File: src/rtl/error_settle_monitor.sv
// -----------------------------------------------------------------------------
// error_settle_monitor
//
// Purpose: on-chip "wait for the error to settle" monitor for self-test and
// telemetry. After a start request it blanks for a programmable front porch,
// then watches NUM_CH signed error channels. The run ends in one of two ways:
//   - settled: every channel stays within +/-limit for STABLE_CNT consecutive
//     valid samples;
//   - timed out: a nonzero WATCH timeout expires first.
// The monitor reports the outcome, the settle time and which channels failed.
//
// Optional build macro: SETTLE_HYST_EN
//   When defined, a channel only has to stay within limit + (limit>>1) while a
//   run of in-limit samples is already under way. That wider bound saturates
//   at WIDTH bits.
//
// Ports:
//   i_clk             system clock, rising edge
//   i_rst             asynchronous active-high reset
//   i_start           one-cycle request, accepted only in IDLE
//   i_abort           return to IDLE at once, overrides everything else
//   i_err_vld         qualifies i_err this cycle
//   i_err             packed signed samples, channel k at [k*WIDTH +: WIDTH]
//   i_limit           unsigned magnitude bound (latched at start)
//   i_porch_cycles    blanking length in cycles (latched at start)
//   i_timeout_cycles  WATCH timeout in cycles, 0 = none (latched at start)
//   o_busy            high during PORCH and WATCH
//   o_done            one-cycle completion pulse
//   o_settled         sticky: run ended by settling
//   o_timed_out       sticky: run ended by timeout
//   o_settle_time     busy cycles from start to settle, saturating
//   o_ch_fail         per-channel out-of-limit bits of the last sample
//                     before a timeout
//
// state  | meaning
// -------+-------------------------------------------------------------
// IDLE   | waiting for start; results from the last run are held
// PORCH  | blanking down-count, samples ignored
// WATCH  | counting consecutive in-limit samples, timeout running
// DONE   | single cycle with o_done high, then back to IDLE
// -----------------------------------------------------------------------------
module error_settle_monitor #(
    parameter int WIDTH      = 13,
    parameter int NUM_CH     = 1,
    parameter int STABLE_CNT = 16,
    parameter int PORCH_W    = 24,
    parameter int TMO_W      = 24
) (
    input  logic                    i_clk,
    input  logic                    i_rst,
    input  logic                    i_start,
    input  logic                    i_abort,
    input  logic                    i_err_vld,
    input  logic [NUM_CH*WIDTH-1:0] i_err,
    input  logic [WIDTH-2:0]        i_limit,
    input  logic [PORCH_W-1:0]      i_porch_cycles,
    input  logic [TMO_W-1:0]        i_timeout_cycles,
    output logic                    o_busy,
    output logic                    o_done,
    output logic                    o_settled,
    output logic                    o_timed_out,
    output logic [TMO_W-1:0]        o_settle_time,
    output logic [NUM_CH-1:0]       o_ch_fail
);

    localparam int               STB_W    = $clog2(STABLE_CNT + 1);
    localparam logic [STB_W-1:0] STB_TERM = STB_W'(STABLE_CNT);

    typedef enum logic [1:0] {
        S_IDLE  = 2'd0,
        S_PORCH = 2'd1,
        S_WATCH = 2'd2,
        S_DONE  = 2'd3
    } state_t;

    state_t r_state;
    state_t w_state_nxt;

    logic [WIDTH-2:0]   r_limit;
    logic [PORCH_W-1:0] r_porch_cnt;
    logic [TMO_W-1:0]   r_tmo_cnt;
    logic               r_tmo_en;
    logic [STB_W-1:0]   r_stable;
    logic [TMO_W-1:0]   r_time_cnt;
    logic [NUM_CH-1:0]  r_last_fail;

    logic               r_busy;
    logic               r_done;
    logic               r_settled;
    logic               r_timed_out;
    logic [TMO_W-1:0]   r_settle_time;
    logic [NUM_CH-1:0]  r_ch_fail;

    logic [WIDTH-1:0]   w_lim_base;
    logic [WIDTH-1:0]   w_thresh;
    logic [NUM_CH-1:0]  w_fail;
    logic               w_in_lim;
    logic               w_accept;
    logic               w_sample;
    logic               w_settle;
    logic               w_tmo_hit;
    logic               w_busy_st;
    logic [TMO_W-1:0]   w_time_inc;
    logic [STB_W-1:0]   w_stable_inc;

    // -------------------------------------------------------------------------
    // Threshold selection
    // -------------------------------------------------------------------------
    assign w_lim_base = {1'b0, r_limit};

`ifdef SETTLE_HYST_EN
    logic [WIDTH:0]   w_hyst_sum;
    logic [WIDTH-1:0] w_lim_hyst;

    assign w_hyst_sum = {1'b0, w_lim_base} + {2'b00, w_lim_base[WIDTH-1:1]};
    assign w_lim_hyst = w_hyst_sum[WIDTH] ? '1 : w_hyst_sum[WIDTH-1:0];
    // The wider bound only holds an existing run; a fresh run still has to
    // start inside the nominal limit.
    assign w_thresh   = (r_stable != '0) ? w_lim_hyst : w_lim_base;
`else
    assign w_thresh   = w_lim_base;
`endif

    // -------------------------------------------------------------------------
    // Per-channel magnitude check. The magnitude is kept in WIDTH unsigned
    // bits, so the most negative sample maps to 2^(WIDTH-1). That value is
    // above any limit the (WIDTH-1)-bit port can express.
    // -------------------------------------------------------------------------
    always_comb begin
        logic [WIDTH-1:0] v_s;
        logic [WIDTH-1:0] v_abs;
        v_s    = '0;
        v_abs  = '0;
        w_fail = '0;
        for (int k = 0; k < NUM_CH; k++) begin
            v_s       = i_err[k*WIDTH +: WIDTH];
            v_abs     = v_s[WIDTH-1] ? (WIDTH'(0) - v_s) : v_s;
            w_fail[k] = (v_abs > w_thresh);
        end
    end

    assign w_in_lim     = ~|w_fail;
    assign w_accept     = (r_state == S_IDLE) && i_start && !i_abort;
    assign w_sample     = (r_state == S_WATCH) && i_err_vld;
    assign w_stable_inc = r_stable + STB_W'(1);
    assign w_settle     = w_sample && w_in_lim && (w_stable_inc == STB_TERM);
    assign w_tmo_hit    = (r_state == S_WATCH) && r_tmo_en && (r_tmo_cnt == TMO_W'(1));
    assign w_busy_st    = (r_state == S_PORCH) || (r_state == S_WATCH);
    assign w_time_inc   = (&r_time_cnt) ? r_time_cnt : (r_time_cnt + TMO_W'(1));

    // -------------------------------------------------------------------------
    // FSM
    // -------------------------------------------------------------------------
    always_comb begin
        w_state_nxt = r_state;
        case (r_state)
            S_IDLE:  if (i_start) w_state_nxt = S_PORCH;
            S_PORCH: if (r_porch_cnt == '0) w_state_nxt = S_WATCH;
            S_WATCH: if (w_settle || w_tmo_hit) w_state_nxt = S_DONE;
            S_DONE:  w_state_nxt = S_IDLE;
            default: w_state_nxt = S_IDLE;
        endcase
        if (i_abort) begin
            w_state_nxt = S_IDLE;
        end
    end

    always_ff @(posedge i_clk or posedge i_rst) begin
        if (i_rst) begin
            r_state <= S_IDLE;
            r_busy  <= 1'b0;
            r_done  <= 1'b0;
        end else begin
            r_state <= w_state_nxt;
            r_busy  <= (w_state_nxt == S_PORCH) || (w_state_nxt == S_WATCH);
            r_done  <= (w_state_nxt == S_DONE);
        end
    end

    // -------------------------------------------------------------------------
    // Counters and result registers
    // -------------------------------------------------------------------------
    always_ff @(posedge i_clk or posedge i_rst) begin
        if (i_rst) begin
            r_limit       <= '0;
            r_porch_cnt   <= '0;
            r_tmo_cnt     <= '0;
            r_tmo_en      <= 1'b0;
            r_stable      <= '0;
            r_time_cnt    <= '0;
            r_last_fail   <= '0;
            r_settled     <= 1'b0;
            r_timed_out   <= 1'b0;
            r_settle_time <= '0;
            r_ch_fail     <= '0;
        end else if (i_abort) begin
            // settle_time is deliberately kept so the last good result
            // survives an abort.
            r_settled   <= 1'b0;
            r_timed_out <= 1'b0;
            r_ch_fail   <= '0;
        end else if (w_accept) begin
            r_limit       <= i_limit;
            r_porch_cnt   <= i_porch_cycles;
            r_tmo_cnt     <= i_timeout_cycles;
            r_tmo_en      <= |i_timeout_cycles;
            r_stable      <= '0;
            r_time_cnt    <= '0;
            r_last_fail   <= '0;
            r_settled     <= 1'b0;
            r_timed_out   <= 1'b0;
            r_settle_time <= '0;
            r_ch_fail     <= '0;
        end else begin
            if (w_busy_st) begin
                r_time_cnt <= w_time_inc;
            end
            if ((r_state == S_PORCH) && (r_porch_cnt != '0)) begin
                r_porch_cnt <= r_porch_cnt - PORCH_W'(1);
            end
            // Loaded with the timeout itself; terminal count 1 marks the
            // last WATCH cycle.
            if ((r_state == S_WATCH) && r_tmo_en) begin
                r_tmo_cnt <= r_tmo_cnt - TMO_W'(1);
            end
            if (w_sample) begin
                r_stable    <= w_in_lim ? w_stable_inc : '0;
                r_last_fail <= w_fail;
            end
            if (w_settle) begin
                r_settled     <= 1'b1;
                r_settle_time <= w_time_inc;
            end else if (w_tmo_hit) begin
                r_timed_out <= 1'b1;
                r_ch_fail   <= i_err_vld ? w_fail : r_last_fail;
            end
        end
    end

    assign o_busy        = r_busy;
    assign o_done        = r_done;
    assign o_settled     = r_settled;
    assign o_timed_out   = r_timed_out;
    assign o_settle_time = r_settle_time;
    assign o_ch_fail     = r_ch_fail;

endmodule

File: config.mk
export PLATFORM = sky130hd
export DESIGN_NAME = error_settle_monitor
export DESIGN_NICKNAME = d
export VERILOG_FILES = /design/src/rtl/error_settle_monitor.sv
export SDC_FILE = /design/constraint.sdc
export NUM_CORES = 1
export LEC_CHECK = 0
export BUFFER_PORTS_ARGS = -buffer_cell sky130_fd_sc_hd__buf_4
export CORE_MARGIN = 8
export CORE_UTILIZATION = 50
export CTS_CLUSTER_DIAMETER = 60
export DETAILED_ROUTE_END_ITERATION = 10
export PLACE_DENSITY = 0.67
export SLEW_MARGIN = 20
export SYNTH_ARGS = -nofsm -noshare
export SYNTH_HDL_FRONTEND = slang
export SYNTH_SLANG_ARGS = --single-unit
File: constraint.sdc
create_clock -name i_clk -period 11.8 [get_ports i_clk]
set_input_delay 2.36 -clock i_clk [delete_from_list [all_inputs] [get_ports i_clk]]
set_output_delay 2.36 -clock i_clk [all_outputs]
set_load 0.02 [all_outputs]
======== Word level (Yosys, flattened, before mapping) ========
Cells that the tools add are included.
storage, ports and cells
  register bits ........................... 122
  word-level logic and storage cells ...... 94
operators by class
  add/sub/neg operators ................... 5
  reductions and logical operators ........ 32
  muxes and demuxes ....................... 32
  order comparisons ....................... 1
  equality and inequality tests ........... 9
  bitwise operators ....................... 1
operators by type and width
  operator                                                                count
  24-bit two-way mux                                                      9
  24-bit by 1-bit subtractor with 24-bit output, second input constant    2
  24-bit by 1-bit adder with 24-bit output, second input constant         1
  24-bit by 1-bit equality test with 1-bit output, second input constant  1
  24-bit logical NOT                                                      1
  24-bit AND reduction                                                    1
  24-bit nonzero test                                                     1
  24-bit OR reduction                                                     1
  5-bit two-way mux                                                       3
  1-bit two-way mux                                                       14
  2-bit AND reduction                                                     7
  13-bit by 12-bit greater-than comparator with 1-bit output              1
  13-bit two-way mux                                                      1
  1-bit by 13-bit subtractor with 13-bit output, first input constant     1
  2-bit nonzero test                                                      5
  2-bit equality test, second input constant                              4
  1-bit logical AND                                                       8
  2-bit two-way mux                                                       4
  2-bit one-hot mux with 4 select lines                                   1
  3-bit nonzero test                                                      2
  5-bit by 1-bit adder with 5-bit output, second input constant           1
  5-bit equality test, second input constant                              1
  2-bit by 1-bit equality test with 1-bit output, second input constant   2
  1-bit logical OR                                                        3
  4 further kinds                                                         5

======== Longest topological paths before layout ========
  depth in word-level cells ............... 12
  depth in mapped cells ................... 14

======== Least setup slack after synthesis ========
Ideal clock, no wire load.
  path type ............................... input to register
  start ................................... input i_err[4]
  end ..................................... register r_busy (netlist: o_busy)
  path slack .............................. 6294 ps
  stages .................................. 14
  library setup time ...................... 126 ps
  data required time ...................... 11674 ps
  arrival time ............................ 5380 ps
  cell sequence ........................... or4_1 nor3_1 nand2_1 o31ai_1 xnor2_1 ha_1 and3_1 nand4_1 nor4_1 a21oi_2 nor3_1 nor4b_1 a2111oi_2 ha_1
on the way
  cells in the longest elaborated chain, start to end .. 12
  elaborated cells on any way between the ends .. 13
  classes of those cells .................. add/sub (1); order compare (1); eq/ne (2); mux (4); reduce/logical (5)
ends and longest elaborated chain
  element                                                                                line  text
  start, declared                                                                        54    input logic [NUM_CH*WIDTH-1:0] i_err,
  1-bit by 13-bit subtractor with 13-bit output                                          137   v_abs = v_s[WIDTH-1] ? (WIDTH'(0) - v_s) : v_s;
  13-bit two-way mux (*)                                                                 137
  13-bit by 12-bit greater-than comparator with 1-bit output (*)                         138   w_fail[k] = (v_abs > w_thresh);
  1-bit logical NOT (*)                                                                  142   assign w_in_lim = ~|w_fail;
  1-bit logical AND (*) (2 in a row)                                                     146   assign w_settle = w_sample && w_in_lim && (w_stable_inc == STB_TERM);
  1-bit logical OR (*)                                                                   159   S_WATCH: if (w_settle || w_tmo_hit) w_state_nxt = S_DONE;
  2-bit two-way mux (*)                                                                  159
  2-bit one-hot mux with 4 select lines (*)                                              156   case (r_state)
  2-bit two-way mux (*)                                                                  163   if (i_abort) begin
  named net w_state_nxt[0]                                                               77    state_t w_state_nxt;
  2-bit by 1-bit equality test with 1-bit output or 2-bit equality test (tied branches)  175   r_busy <= (w_state_nxt == S_PORCH) || (w_state_nxt == S_WATCH);
  1-bit logical OR (*)                                                                   175
  end signal, assigned                                                                   175
  end, declared                                                                          87    logic r_busy;
The timed path passes the listed nets; every way through them passes the cells marked *.
A chain may end at the register's enable or synchronous reset.

======== Final worst setup path ========
  start ................................... input i_err[4]
  end ..................................... register r_settle_time[18] (netlist: o_settle_time[18])
on the way
  cells in the longest elaborated chain, start to end .. 8
ends and longest elaborated chain
  element                                                         line  text
  1-bit by 13-bit subtractor with 13-bit output                   137
  13-bit two-way mux (*)                                          137
  13-bit by 12-bit greater-than comparator with 1-bit output (*)  138
  1-bit logical NOT (*)                                           142
  1-bit logical AND (*) (2 in a row)                              146
  2-bit nonzero test (no line) (*)                                --
  2-bit AND reduction (no line) (*)                               --
  end signal, assigned                                            232   r_settle_time <= w_time_inc;
  end, declared                                                   91    logic [TMO_W-1:0] r_settle_time;
Every way passes the cells marked *; elsewhere a longest branch is shown, timed or not.

==> qor.csv <==
stage,metric,value,unit
timing,fin crit share,0.492,
layout,Util after Layout,0.619,
global_routing,initial antenna violation count,1,
setup_path,worst-path fanout max,25,
logic_synthesis,top_reg_cell synth,dfrtp_1,
job,Max Cap Violations,0,
logic_synthesis,Yosys cell types,68,
layout,most frequent cells in the layout,"122 x dfrtp_1, 121 x nand2_1, 111 x buf_4",
routing,DRC,0,
run_status,outcome,"finished, final reports clean",
clock_network,CTS root buffer,clkbuf_16,
clock_network,Clock Path Buffers,2,
logic_synthesis,Syn Nets,896,
timing,final hold violations,0,
routing,DRT antenna net count,0,
floorplanning,Die ar.,18200,um2
hold_path,Worst Hold Class,register to register,
timing,"Slew Viols, Final",0,
setup_path,worst path cell trace,buf_4 > or4_1 > nor3_1 > nand2_1 > o31ai_1 > xnor2_1 > ha_1 > and3_1 > nand4_1 > nor4_1 > a21oi_2 > nor2_1 > buf_4 > nor2_1 > mux2_2,
logic_synthesis,"Seq/Total Area, Yosys",0.432,
global_routing,largest net degree at the start of global routing,115,
routing,post-DR wirelength/cell,17.7,um
clock_network,H-tree level count,4,
setup_path,max incr delay on CP,0.65,ns
logic_synthesis,"EDFF count, synth",0,
routing,DR vias,6319,
floorplanning,starting density of the core,0.511,
clock_network,setup bufs post-CTS,0,
routing,drt first pass iters,5,
clock_network,cts bufs inserted,17,
layout,ANT cells,0,
floorplanning,Die X,135,um
timing,RSZ-0062 raised after global routing,false,
setup_path,R2R cell count,8,
power_and_ir_drop,pwr dens,145,nW/um2
setup_path,worst r2r dst,r_time_cnt[5]$_DFFE_PP0P_,
layout,design area,8560,um2
logic_synthesis,Synth warnings,0,
global_routing,first-pass GRT wire length,31.6,mm
hold_path,Hold Path Sink,o_settle_time[4]$_DFFE_PP0P_,
routing,post-detailed-routing wire length,19.2,mm
setup_path,crit path launch type,input port,
global_routing,gr ovfl total,0,
timing,Slew @ Worst Pin,1.03,ns
routing,number of DRC markers in iteration 0,401,
setup_path,CP required,12.09,ns
floorplanning,Die Y-Extent,135,um
timing,final worst slack,6.00,ns
hold_path,hold path depth,1,
power_and_ir_drop,VDD IR max,0.111,mV
power_and_ir_drop,leakage power,3.60,nW
global_routing,vias in the first global route,6344,
place,DP HPWL,13.6,mm
clock_network,post-cts resize count,0,
timing,f_max,172,MHz
setup_path,CP endpoint kind,register,
routing,DR vias/cell,5.85,
place,placed cell areas,7990,um2
logic_synthesis,ys async rst share,1.00,
timing,setup_tns,0,ns
setup_path,kind of critical path,input port to register,
place,PortBufs,106,
clock_network,TritonCTS clock tree,yes,
clock_network,clk_lat worst skew,0.41,ns
hold_path,hold wc startpoint,o_settle_time[4]$_DFFE_PP0P_,
timing,min Tclk post-route,5.80,ns
setup_path,reg-to-reg setup timing slack,8.52,ns
setup_path,CP max-delay cell,nor2_1,
layout,Area Overhead vs Synth,21.0,%
layout,share of layout cells above drive strength 1,0.178,
clock_network,clock transition at the registers of the reported paths,0.05,ns
floorplanning,core area,13800,um2
logic_synthesis,Mapped Cells,795,
clock_network,clock sink count,122,
timing,Final setup viols,0,
floorplanning,# IOs,107,
global_routing,Total GRT Usage,0.214,
setup_path,Worst EP arrival,6.09,ns
logic_synthesis,register bit total from synthesis,122,
timing,Relative slew margins,0.313,
layout,final net count,989,
layout,"most common cell after layout, fill and taps aside",dfrtp_1,
floorplanning,FP Rows,43,
logic_synthesis,Post-Syn Area per Cell,8.89,um2
logic_synthesis,synthesized cell area,7070,um2
setup_path,Worst R2R Start,r_state[0]$_DFF_PP0_,
clock_network,cts hold-fix bufs,0,
place,RD Place Congestion,0.916,
timing,Max Clock Skew,0.00631,ns
place,pre-CTS setup slack,5.57,ns
critical path, delay by kind of cell:
kind | cells | cell delay, ns
fa+ha+maj | 1 | 0.26
mux | 1 | 0.41
buf+inv | 2 | 0.34
compound gates | 2 | 0.57
xor+xnor | 1 | 0.16
simple gates | 8 | 1.98
metrics by stage:
stage	power, W	hold WS (ns)	std cells
2_1_floorplan	0.000678	0.450	795
3_3_place_gp	0.000747	0.486	1049
3_5_place_dp	0.000757	0.494	1049
4_1_cts	0.00125	0.514	1081
5_1_grt	0.00131	0.533	1081
6_report	0.00124	0.508	1081
sequential cells by signal, summed over array words and instances, names as in the netlist:
name           cells
o_busy             1
o_ch_fail          1
o_done             1
o_settle_time     24
o_settled          1
o_timed_out        1
r_last_fail        1
r_limit           12
r_porch_cnt       24
r_stable           5
r_state            2
r_time_cnt        24
r_tmo_cnt         24
r_tmo_en           1
metal layers:
metal | global-route usage | vias up | wire [um]
li1 | - | 3040 | -
met2 | 0.358 | 175 | 9470
met5 | 0 | - | 13
met4 | 0.0742 | 2 | 374
met3 | 0.0531 | 40 | 889
met1 | 0.263 | 3062 | 8440
power by group:
| part | internal, W | total, W | switching (W) |
|---|---|---|---|
| registers | 0.000470 | 0.000519 | 0.0000494 |
| clock network | 0.000311 | 0.000490 | 0.000179 |
| logic | 0.0000986 | 0.000235 | 0.000136 |
| total | 0.000880 | 0.00124 | 0.000365 |
kinds of logic (layout without fill, tap and decap cells):
| kind of cell | count (synthesis) | count (layout) | share of synthesized area |
|---|---|---|---|
| AND/OR/NAND/NOR | 306 | 306 | 0.219 |
| AO/OA/AOI/OAI | 213 | 213 | 0.189 |
| flip-flops | 122 | 122 | 0.432 |
| buffers and inverters | 64 | 170 | 0.0349 |
| XOR/XNOR | 61 | 61 | 0.0756 |
| adder cells (fa/ha/maj) | 23 | 23 | 0.0407 |
| multiplexers | 6 | 6 | 0.00885 |
worst max-delay path by stage:
stage,slack (ns),endpoint,startpoint
final,6.00,o_settle_time[18]$_DFFE_PP0P_,i_err[4]
after global routing,5.66,o_settle_time[18]$_DFFE_PP0P_,i_err[4]
after CTS,5.99,o_settle_time[18]$_DFFE_PP0P_,i_err[4]
after detailed placement,5.57,o_settle_time[18]$_DFFE_PP0P_,i_err[4]
after global placement,5.75,o_settle_time[18]$_DFFE_PP0P_,i_err[4]
after floorplan,6.20,o_busy$_DFF_PP0_,i_rst
synthesized netlist by cell type (8+ instances only):
cell type / number / area (um2)
a21oi_1: 31 / 155
a22o_1: 12 / 105
nand2_1: 121 / 454
dfrtp_1: 122 / 3050
a211oi_1: 12 / 90.1
nand3_1: 16 / 80.1
nor3_1: 20 / 100
and3_1: 8 / 50.1
nor2_1: 52 / 195
clkbuf_1: 32 / 120
or3_1: 15 / 93.8
ha_1: 23 / 288
nand4_1: 13 / 81.3
xor2_1: 17 / 149
o21ai_0: 90 / 450
o31ai_1: 17 / 128
xnor2_1: 44 / 385
nor4_1: 17 / 106
inv_1: 27 / 101
layout make-up:
class	instances	area (um2)
clock inverter	6	62.6
timing repair buffer	111	833
multi-input combinational	609	3780
fill	1208	5270
sequential	122	3050
inverter	27	104
clock buffer	26	499
tap	180	225
Power figures use the tool's default switching activity.
